===== config.mk =====
export PLATFORM = sky130hd
export DESIGN_NAME = fetch_unit
export DESIGN_NICKNAME = d
export VERILOG_FILES = /design/src/rtl/fetch_pkg.sv /design/src/rtl/fetch_fifo.sv /design/src/rtl/fetch_unit.sv
export SDC_FILE = /design/constraint.sdc
export NUM_CORES = 1
export LEC_CHECK = 0
export BUFFER_PORTS_ARGS = -buffer_cell sky130_fd_sc_hd__buf_2
export CORE_ASPECT_RATIO = 0.9
export CORE_MARGIN = 4
export CORE_UTILIZATION = 50
export CTS_BUF_LIST = sky130_fd_sc_hd__clkbuf_16
export DETAILED_ROUTE_END_ITERATION = 10
export GPL_TIMING_DRIVEN = 0
export PLACE_DENSITY = 0.74
export SYNTH_ARGS = -nofsm -noshare
export SYNTH_HDL_FRONTEND = slang
export SYNTH_SLANG_ARGS = --single-unit

===== constraint.sdc =====
create_clock -name clk -period 4.38 [get_ports clk]
set_input_delay 0.219 -clock clk [delete_from_list [all_inputs] [get_ports clk]]
set_output_delay 0.219 -clock clk [all_outputs]
set_load 0.005 [all_outputs]

===== src/rtl/fetch_pkg.sv =====
// Shared types and defaults for the instruction fetch unit.
// The optional FETCH_PERF_CNT_EN build is handled in fetch_unit.
package fetch_pkg;

  localparam logic [31:0] RESET_PC_DEFAULT   = 32'h0000_0000;
  localparam int          FIFO_DEPTH_DEFAULT = 2;

  typedef enum logic [1:0] {
    BOOT  = 2'd0,
    FETCH = 2'd1,
    DRAIN = 2'd2
  } fetch_state_t;

  typedef struct packed {
    logic [31:0] instr;
    logic [31:0] pc;
  } fetch_entry_t;

endpackage


===== src/rtl/fetch_fifo.sv =====
// Two-entry instruction buffer. Flush wins over push/pop; push and pop
// may happen together, including when the buffer is full.
module fetch_fifo
  import fetch_pkg::*;
(
  input  logic         clk,
  input  logic         rst_n,
  input  logic         i_push,
  input  logic         i_pop,
  input  logic         i_flush,
  input  fetch_entry_t i_data,
  output fetch_entry_t o_data,
  output logic         o_full,
  output logic         o_empty,
  output logic [1:0]   o_count
);

  fetch_entry_t r_mem [2];
  logic         r_wr_ptr;
  logic         r_rd_ptr;
  logic [1:0]   r_count;
  logic         w_push_ok;
  logic         w_pop_ok;

  assign o_empty   = (r_count == 2'd0);
  assign o_full    = (r_count == 2'd2);
  assign o_count   = r_count;
  assign o_data    = r_mem[r_rd_ptr];
  assign w_pop_ok  = i_pop && !o_empty;
  assign w_push_ok = i_push && (!o_full || w_pop_ok);

  always_ff @(posedge clk or negedge rst_n) begin
    if (!rst_n) begin
      r_mem[0] <= '0;
      r_mem[1] <= '0;
      r_wr_ptr <= 1'b0;
      r_rd_ptr <= 1'b0;
      r_count  <= 2'd0;
    end else if (i_flush) begin
      r_wr_ptr <= 1'b0;
      r_rd_ptr <= 1'b0;
      r_count  <= 2'd0;
    end else begin
      if (w_push_ok) begin
        r_mem[r_wr_ptr] <= i_data;
        r_wr_ptr        <= ~r_wr_ptr;
      end
      if (w_pop_ok) begin
        r_rd_ptr <= ~r_rd_ptr;
      end
      r_count <= r_count + {1'b0, w_push_ok} - {1'b0, w_pop_ok};
    end
  end

endmodule


===== src/rtl/fetch_unit.sv =====
// Instruction fetch: PC sequencing, memory request/response tracking, redirect
// flush and a 2-entry decode buffer. Define FETCH_PERF_CNT_EN for perf counters.
module fetch_unit
  import fetch_pkg::*;
#(
  parameter logic [31:0] RESET_PC   = RESET_PC_DEFAULT,
  parameter int          FIFO_DEPTH = FIFO_DEPTH_DEFAULT
) (
  input  logic         clk,
  input  logic         rst_n,
  input  logic         PCSrc,
  input  logic [31:0]  branchTarget,
  output logic         imemReq,
  output logic [31:0]  imemAddr,
  input  logic         imemReady,
  input  logic         imemValid,
  input  logic [31:0]  imemRdata,
  output logic         instrValid,
  output logic [31:0]  instr,
  output logic [31:0]  instrPC,
  input  logic         instrReady,
`ifdef FETCH_PERF_CNT_EN
  output logic [31:0]  fetchCount,
  output logic [31:0]  redirectCount,
`endif
  output fetch_state_t o_state
);

  // Handshakes: a request is accepted when imemReq && imemReady; imemAddr is
  // held until then. An instruction is delivered when instrValid && instrReady.
  localparam logic [2:0] DEPTH = 3'(FIFO_DEPTH);

  fetch_state_t r_state;
  fetch_state_t w_state_next;
  logic [31:0]  r_pc;
  logic [31:0]  w_pc_next;
  logic [1:0]   r_outstanding;
  logic [1:0]   w_out_next;
  logic [31:0]  w_target;
  logic [2:0]   w_inflight;
  logic         w_accept;
  logic         w_resp;
  logic         w_push;
  logic         w_pop;
  logic         w_full;
  logic         w_empty;
  logic [1:0]   w_count;
  fetch_entry_t w_head;
  fetch_entry_t w_push_data;

  assign w_target = branchTarget & 32'hFFFF_FFFC;
  assign w_pop    = !w_empty && instrReady;

  // A slot freed by this cycle's pop is already available for a new request,
  // which is what allows one instruction per cycle with only two entries.
  assign w_inflight = {1'b0, r_outstanding} + {1'b0, w_count} - {2'b00, w_pop};
  assign imemReq    = (r_state == FETCH) && (w_inflight < DEPTH);
  assign imemAddr   = r_pc;
  assign w_accept   = imemReq && imemReady;
  assign w_resp     = imemValid && (r_outstanding != 2'd0);

  // Outstanding requests since the last redirect are contiguous and end at
  // r_pc-4, so the oldest one sits at r_pc - 4*outstanding.
  assign w_push_data.instr = imemRdata;
  assign w_push_data.pc    = r_pc - {28'd0, r_outstanding, 2'b00};
  assign w_push = w_resp && (r_state == FETCH) && !PCSrc && (!w_full || w_pop);

  always_comb begin
    w_state_next = r_state;
    w_pc_next    = r_pc;
    w_out_next   = r_outstanding + {1'b0, w_accept} - {1'b0, w_resp};
    if (w_accept) begin
      w_pc_next = r_pc + 32'd4;
    end
    if (PCSrc) begin
      w_pc_next = w_target;
    end
    case (r_state)
      BOOT:    w_state_next = FETCH;
      FETCH:   if (PCSrc && (w_out_next != 2'd0)) w_state_next = DRAIN;
      DRAIN:   if (!PCSrc && (r_outstanding == 2'd0)) w_state_next = FETCH;
      default: w_state_next = BOOT;
    endcase
  end

  always_ff @(posedge clk or negedge rst_n) begin
    if (!rst_n) begin
      r_state       <= BOOT;
      r_pc          <= RESET_PC;
      r_outstanding <= 2'd0;
    end else begin
      r_state       <= w_state_next;
      r_pc          <= w_pc_next;
      r_outstanding <= w_out_next;
    end
  end

  fetch_fifo u_fifo (
    .clk     (clk),
    .rst_n   (rst_n),
    .i_push  (w_push),
    .i_pop   (w_pop),
    .i_flush (PCSrc),
    .i_data  (w_push_data),
    .o_data  (w_head),
    .o_full  (w_full),
    .o_empty (w_empty),
    .o_count (w_count)
  );

  assign instrValid = !w_empty;
  assign instr      = w_empty ? 32'd0 : w_head.instr;
  assign instrPC    = w_empty ? 32'd0 : w_head.pc;
  assign o_state    = r_state;

`ifdef FETCH_PERF_CNT_EN
  logic [31:0] r_fetch_cnt;
  logic [31:0] r_redirect_cnt;

  always_ff @(posedge clk or negedge rst_n) begin
    if (!rst_n) begin
      r_fetch_cnt    <= 32'd0;
      r_redirect_cnt <= 32'd0;
    end else begin
      r_fetch_cnt    <= r_fetch_cnt + {31'd0, w_pop};
      r_redirect_cnt <= r_redirect_cnt + {31'd0, PCSrc};
    end
  end

  assign fetchCount    = r_fetch_cnt;
  assign redirectCount = r_redirect_cnt;
`endif

endmodule


* After elaboration in Yosys (flattened, before gate mapping)
Index checks and enable logic that the tools add are counted.
** Word-level totals
- Register bits :: 168
- Input bits :: 70
- Output and inout bits :: 100
- Word-level logic and storage cells :: 77
** Cells by class
- Add/sub/neg operators :: 8
- $lt $le $gt $ge :: 4
- Equality and inequality tests :: 5
- Muxes and demuxes :: 18
- Bitwise operators :: 5
- Reduce and logical (&&, ||, !) cells :: 27
** Operator list (number)
- 2-to-1 mux 64 bit :: 4
- bitwise mux 128 bit :: 1
- 2-to-1 mux 32 bit :: 4
- demux 64 bit (select 1 bit) :: 1
- adder 32 x 3 -> 32 bit (second input constant) :: 1
- subtractor 32 x 4 -> 32 bit :: 1
- logical AND 1 bit :: 12
- nonzero test 2 bit :: 5
- logical NOT 2 bit :: 3
- 2-to-1 mux 2 bit :: 3
- case mux 2 bit (3 select lines) :: 1
- adder 2 x 1 -> 2 bit :: 2
- == test 2 bit (second input constant) :: 2
- greater-or-equal comparator 2 bit (second input constant) :: 2
- 2-to-1 mux 1 bit :: 4
- NOT 1 -> 2 bit :: 2
- AND reduction 2 bit :: 2
- subtractor 2 x 1 -> 2 bit :: 2
- adder 2 x 2 -> 3 bit :: 1
- logical NOT 1 bit :: 3
- < comparator 3 x 2 -> 1 bit (second input constant) :: 1
- NOT 1 bit :: 3
- subtractor 3 x 1 -> 3 bit :: 1
- == test 2 x 1 -> 1 bit (second input constant) :: 1
- 4 further kinds :: 5

* Longest topological paths before layout
- Word-level depth :: 13
- Gate-level depth with buffers :: 17
- Depth with buffers taken out :: 16

* Cells and area by module
From an unflattened synthesis, not the netlist that was laid out.
** Unflattened totals
- Cell total of the unflattened synthesis :: 768
- Area, all modules :: 9163.8 sq um
** Modules (own cells, without submodules)
- fetch_fifo :: times used 1, cells each 365, area an instance 5979.5 sq um, sequential area each 3303.2 sq um
- fetch_unit :: times used 1, cells each 403, area an instance 3184.3 sq um, sequential area each 850.8 sq um

* Worst setup path before layout
Ideal clock, no wire load.
- Kind :: flip-flop to flip-flop
- Start point :: register u_fifo.r_count[1] (netlist: u_fifo.o_count[1])
- End point :: register r_state[0] (netlist: o_state[0])
- Library setup time :: 0.128 ns
- Data arrival time :: 3.280 ns
- Required time :: 4.252 ns
- Path slack :: 0.972 ns
- Cell stages (with the launch flop) :: 18
- Path buffers :: 1
- Period minus slack after synthesis :: 3.408 ns
- Path through :: dfrtp_1 -> nor2_1 -> clkbuf_1 -> nor2b_1 -> ha_1 -> nand2b_1 -> fa_1 -> nand4b_1 -> nor2_1 -> inv_1 -> ha_1 -> inv_1 -> ha_1 -> xnor2_1 -> xnor2_1 -> o21ai_0 -> nand2b_1 -> o21ai_0
** Between the ends
- Cells in the longest elaborated chain, start to end :: 13
** Ends and longest elaborated chain
- start, declared :: line fetch_fifo.sv:21 : logic [1:0] r_count;
- start signal, assigned :: line fetch_fifo.sv:51 : r_count <= r_count + {1'b0, w_push_ok} - {1'b0, w_pop_ok};
- branches (longest 3 deep; another with adder 2 x 2 -> 3 bit)
- subtractor 3 x 1 -> 3 bit (*) :: line fetch_unit.sv:56 : assign w_inflight = {1'b0, r_outstanding} + {1'b0, w_count} - {2'b00, w_pop};
- < comparator 3 x 2 -> 1 bit (*) :: line fetch_unit.sv:57 : assign imemReq = (r_state == FETCH) && (w_inflight < DEPTH);
- logical AND 1 bit (*) :: line fetch_unit.sv:57
- logical AND 1 bit (*) :: line fetch_unit.sv:59 : assign w_accept = imemReq && imemReady;
- adder 2 x 1 -> 2 bit (*) :: line fetch_unit.sv:71 : w_out_next = r_outstanding + {1'b0, w_accept} - {1'b0, w_resp};
- subtractor 2 x 1 -> 2 bit (*) :: line fetch_unit.sv:71
- via w_out_next[1] :: line fetch_unit.sv:38 : logic [1:0] w_out_next;
- nonzero test 2 bit (*) :: line fetch_unit.sv:80 : FETCH: if (PCSrc && (w_out_next != 2'd0)) w_state_next = DRAIN;
- logical AND 1 bit (*) :: line fetch_unit.sv:80
- inequality test 2 x 1 -> 1 bit (no line) (*)
- AND reduction 2 bit (no line) (*)
- end signal, assigned :: line fetch_unit.sv:92 : r_state <= w_state_next;
- end, declared :: line fetch_unit.sv:33 : fetch_state_t r_state;
Mark *: on every way through the listed nets, which the timed path passes.
A chain may end at the register's enable or synchronous reset.

* Worst setup path in the final report
Ends and elaborated chain as after synthesis.

==> reports/metrics.csv <==
stage,metric,value,unit
setup_path,required,4.67,ns
synth,synth_edf_count,0,
timing,finalHoldViolations,0,
routing,drc,0,
setup_path,rrSetupSlack,0.37,ns
setup_path,cp-end-kind,flop,
clock_network,numCtsBuffers,17,
setup_path,reg2regPathDepth,17,
clock_network,cts_tree,done,
timing,slew_viol_final,0,
setup_path,criticalPathCategory,flop to flop,
floorplanning,top_level_ports,170,
synth,synthFlopType,dfrtp_1,
global_route,grt_overflow,0,
synth,ys_seq_elements,162,
routing,antenna_left,0,
floorplanning,rows,44,
placed_design,place_ws,0.0947,ns
min_path,hold_start,imemRdata[10],
clock_network,clk-insertion-delay-late,0.42,ns
placed_design,gp_congestion,0.831,
timing,relSlewSlack,46.0,%
placed_design,dp.cells,1252,
timing,fmaxAchievable,0.250,GHz
final_layout,mostFrequentLayoutCell,nand2_1,
power_and_ir_drop,peakVddDrop,377,uV
timing,setup_violations,0,
final_layout,instances_no_fill,1295,
synth,syn_area,0.00836,mm^2
outcome,status,completed,
synth,async_reset_ff_share,100,%
floorplanning,die_x,144,um
routing,viasPerCell,5.31,
synth,syn_inst,878,
min_path,hold_end,u_fifo.r_mem[106],
floorplanning,core_area,0.0162,mm^2
setup_path,reg2reg_from,u_fifo.o_count[1],
clock_network,cts_sinks,162,
synth,yosys_warnings,0,
routing,drt_pass1_iterations,5,
global_route,grt_pass1_vias,6786,
final_layout,final_cell_mix,"nand2_1 (191), buf_2 (174), dfrtp_1 (162)",
setup_path,path_max_fanout,10,
setup_path,r2r-end,o_state[0],
clock_network,cts_max_level,4,
final_layout,antenna_cells,0,
floorplanning,dieArea,0.0189,mm^2
timing,setup_slack,0.372,ns
global_route,grt_antenna_before_repair,0,
clock_network,path_clk_slew,0.06,ns
min_path,hold_path_class,input port to flop,
timing,fin_crit,4.01,ns
timing,tns,0,ns
clock_network,clock_path_buffers,2,
floorplanning,die_height,131,um
synth,synth_seq_area_share,48.5,%
final_layout,fin_nets,1157,
routing,drt-total-wl,21200,um
floorplanning,start_util,51.5,%
setup_path,start_kind,flop,
clock_network,clockRootBuffer,clkbuf_16,
final_layout,drive_gt1_share,23.8,%
job,cap_violations,0,
timing,tightest_slew,0.802,ns
power_and_ir_drop,power_density,584,mW/mm^2
global_route,grtUsageTotal,23.2,%
final_layout,area_growth,21.5,%
routing,routedWlPerCell,16.4,um
routing,vias,6873,
routing,drt_iter0_drc,352,
setup_path,cp.arrival,4.30,ns
global_route,grt_start_max_net_pins,90,
synth,yosysUniqueCellTypes,53,
global_route,grt_pass1_wl,34200,um
synth,syn_area_per_cell,9.52,um^2
timing,rsz0062_at_grt,false,
min_path,hold_depth,3,
timing,period_share,91.5,%
power_and_ir_drop,static-leakage-power,0.00479,uW
placed_design,io_buffer_count,163,
timing,clock-skew-final,0.0105,ns
placed_design,dp_hpwl,15400,um
what timing repair did:
action                                  CTS  global route
endpoints found under the hold margin    84             0
gates resized for setup                   0             2
hold buffers                             12             0
endpoints found under the setup margin    0             2
setup buffers                             0             0
Yosys cell counts, types with 8 or more instances:
cell,number,share of area [%]
clkbuf_1,39,1.8
mux2i_1,63,7.5
o21ai_0,72,4.3
nand2b_1,8,0.60
buf_1,11,0.49
ha_1,9,1.3
o21ai_1,10,0.60
nand3_1,13,0.78
nor3_1,10,0.60
xor2_1,25,2.6
mux2_2,40,5.4
dfrtp_1,162,48
nand4_1,11,0.82
inv_1,9,0.40
buf_2,12,0.72
and3_1,9,0.67
nand2_1,191,8.6
xnor2_1,36,3.8
nor2_1,76,3.4
nor4_1,10,0.75
critical path, stage by stage, from the launching register on:
cell,delay [ns]
dfrtp_1,0.40
nor2_1,0.14
clkbuf_2,0.35
nor2b_1,0.10
ha_1,0.28
nand2b_1,0.16
fa_1,0.54
nand4b_1,0.19
nor2_1,0.41
inv_1,0.15
ha_1,0.30
inv_1,0.04
ha_1,0.18
xnor2_1,0.18
xnor2_1,0.16
o21ai_0,0.13
nand2b_1,0.10
o21ai_0,0.09
per-layer routing:
layer	up-vias	global-route usage (%)	part of all wire, %
met5	-	0	0
met4	0	7.19	1.9
met3	29	4.80	6.3
met2	219	35.5	45
met1	3287	33.4	47
li1	3338	-	-
kinds of logic (layout without fill, tap and decap cells):
family	Yosys count	in the layout	share of synthesized area, %
AOI/OAI and AO/OA	90	90	5.55
xor gates and xnor gates	61	61	6.39
adders and majority gates	11	11	1.83
buffers and inverters	78	285	3.97
DFF	162	162	48.5
muxes	103	103	12.9
other	1	4	0.0449
and+or+nand+nor	372	372	20.8
layout make-up:
class | count | area, um^2
Buffer | 68 | 295
Clock buffer | 17 | 425
Clock inverter | 14 | 125
Fill cell | 1420 | 6090
Inverter | 10 | 37.5
Multi-Input combinational cell | 641 | 3990
Sequential cell | 162 | 4050
Tap cell | 207 | 259
Timing Repair Buffer | 176 | 973
through the flow:
stage / total power, uW / instance area (um^2) / util [%] / hold WS [ns]
2_1_floorplan: 3740 / 8370 / - / -0.0766
4_1_cts: 5970 / 10200 / 62.5 / 0.00102
5_1_grt: 6380 / 10200 / 62.5 / 0.00648
3_3_place_gp: 4460 / 9450 / 58.2 / 0.424
6_report: 5930 / 10200 / 62.5 / 0.0108
3_5_place_dp: 4540 / 9480 / 58.4 / 0.224
worst max-delay path by stage:
stage               depth (start not counted)    endpoint              start
global route                               17  o_state[0]  u_fifo.o_count[1]
CTS                                        17  o_state[0]  u_fifo.o_count[1]
floorplan                                  17  o_state[0]  u_fifo.o_count[1]
finish                                     17  o_state[0]  u_fifo.o_count[1]
global placement                           17  o_state[0]  u_fifo.o_count[1]
detailed placement                         17  o_state[0]  u_fifo.o_count[1]
power breakdown:
part / internal (uW) / switching (uW)
logic: 953 / 1250
clock network: 824 / 589
registers: 2010 / 302
sequential cells by signal (all words and copies together), names as in the netlist:
register / cells
u_fifo.r_wr_ptr: 1
imemAddr: 30
u_fifo.r_rd_ptr: 1
o_state: 2
u_fifo.r_mem: 124
r_outstanding: 2
u_fifo.o_count: 2
No activity file was read; power rests on OpenSTA's default activity.
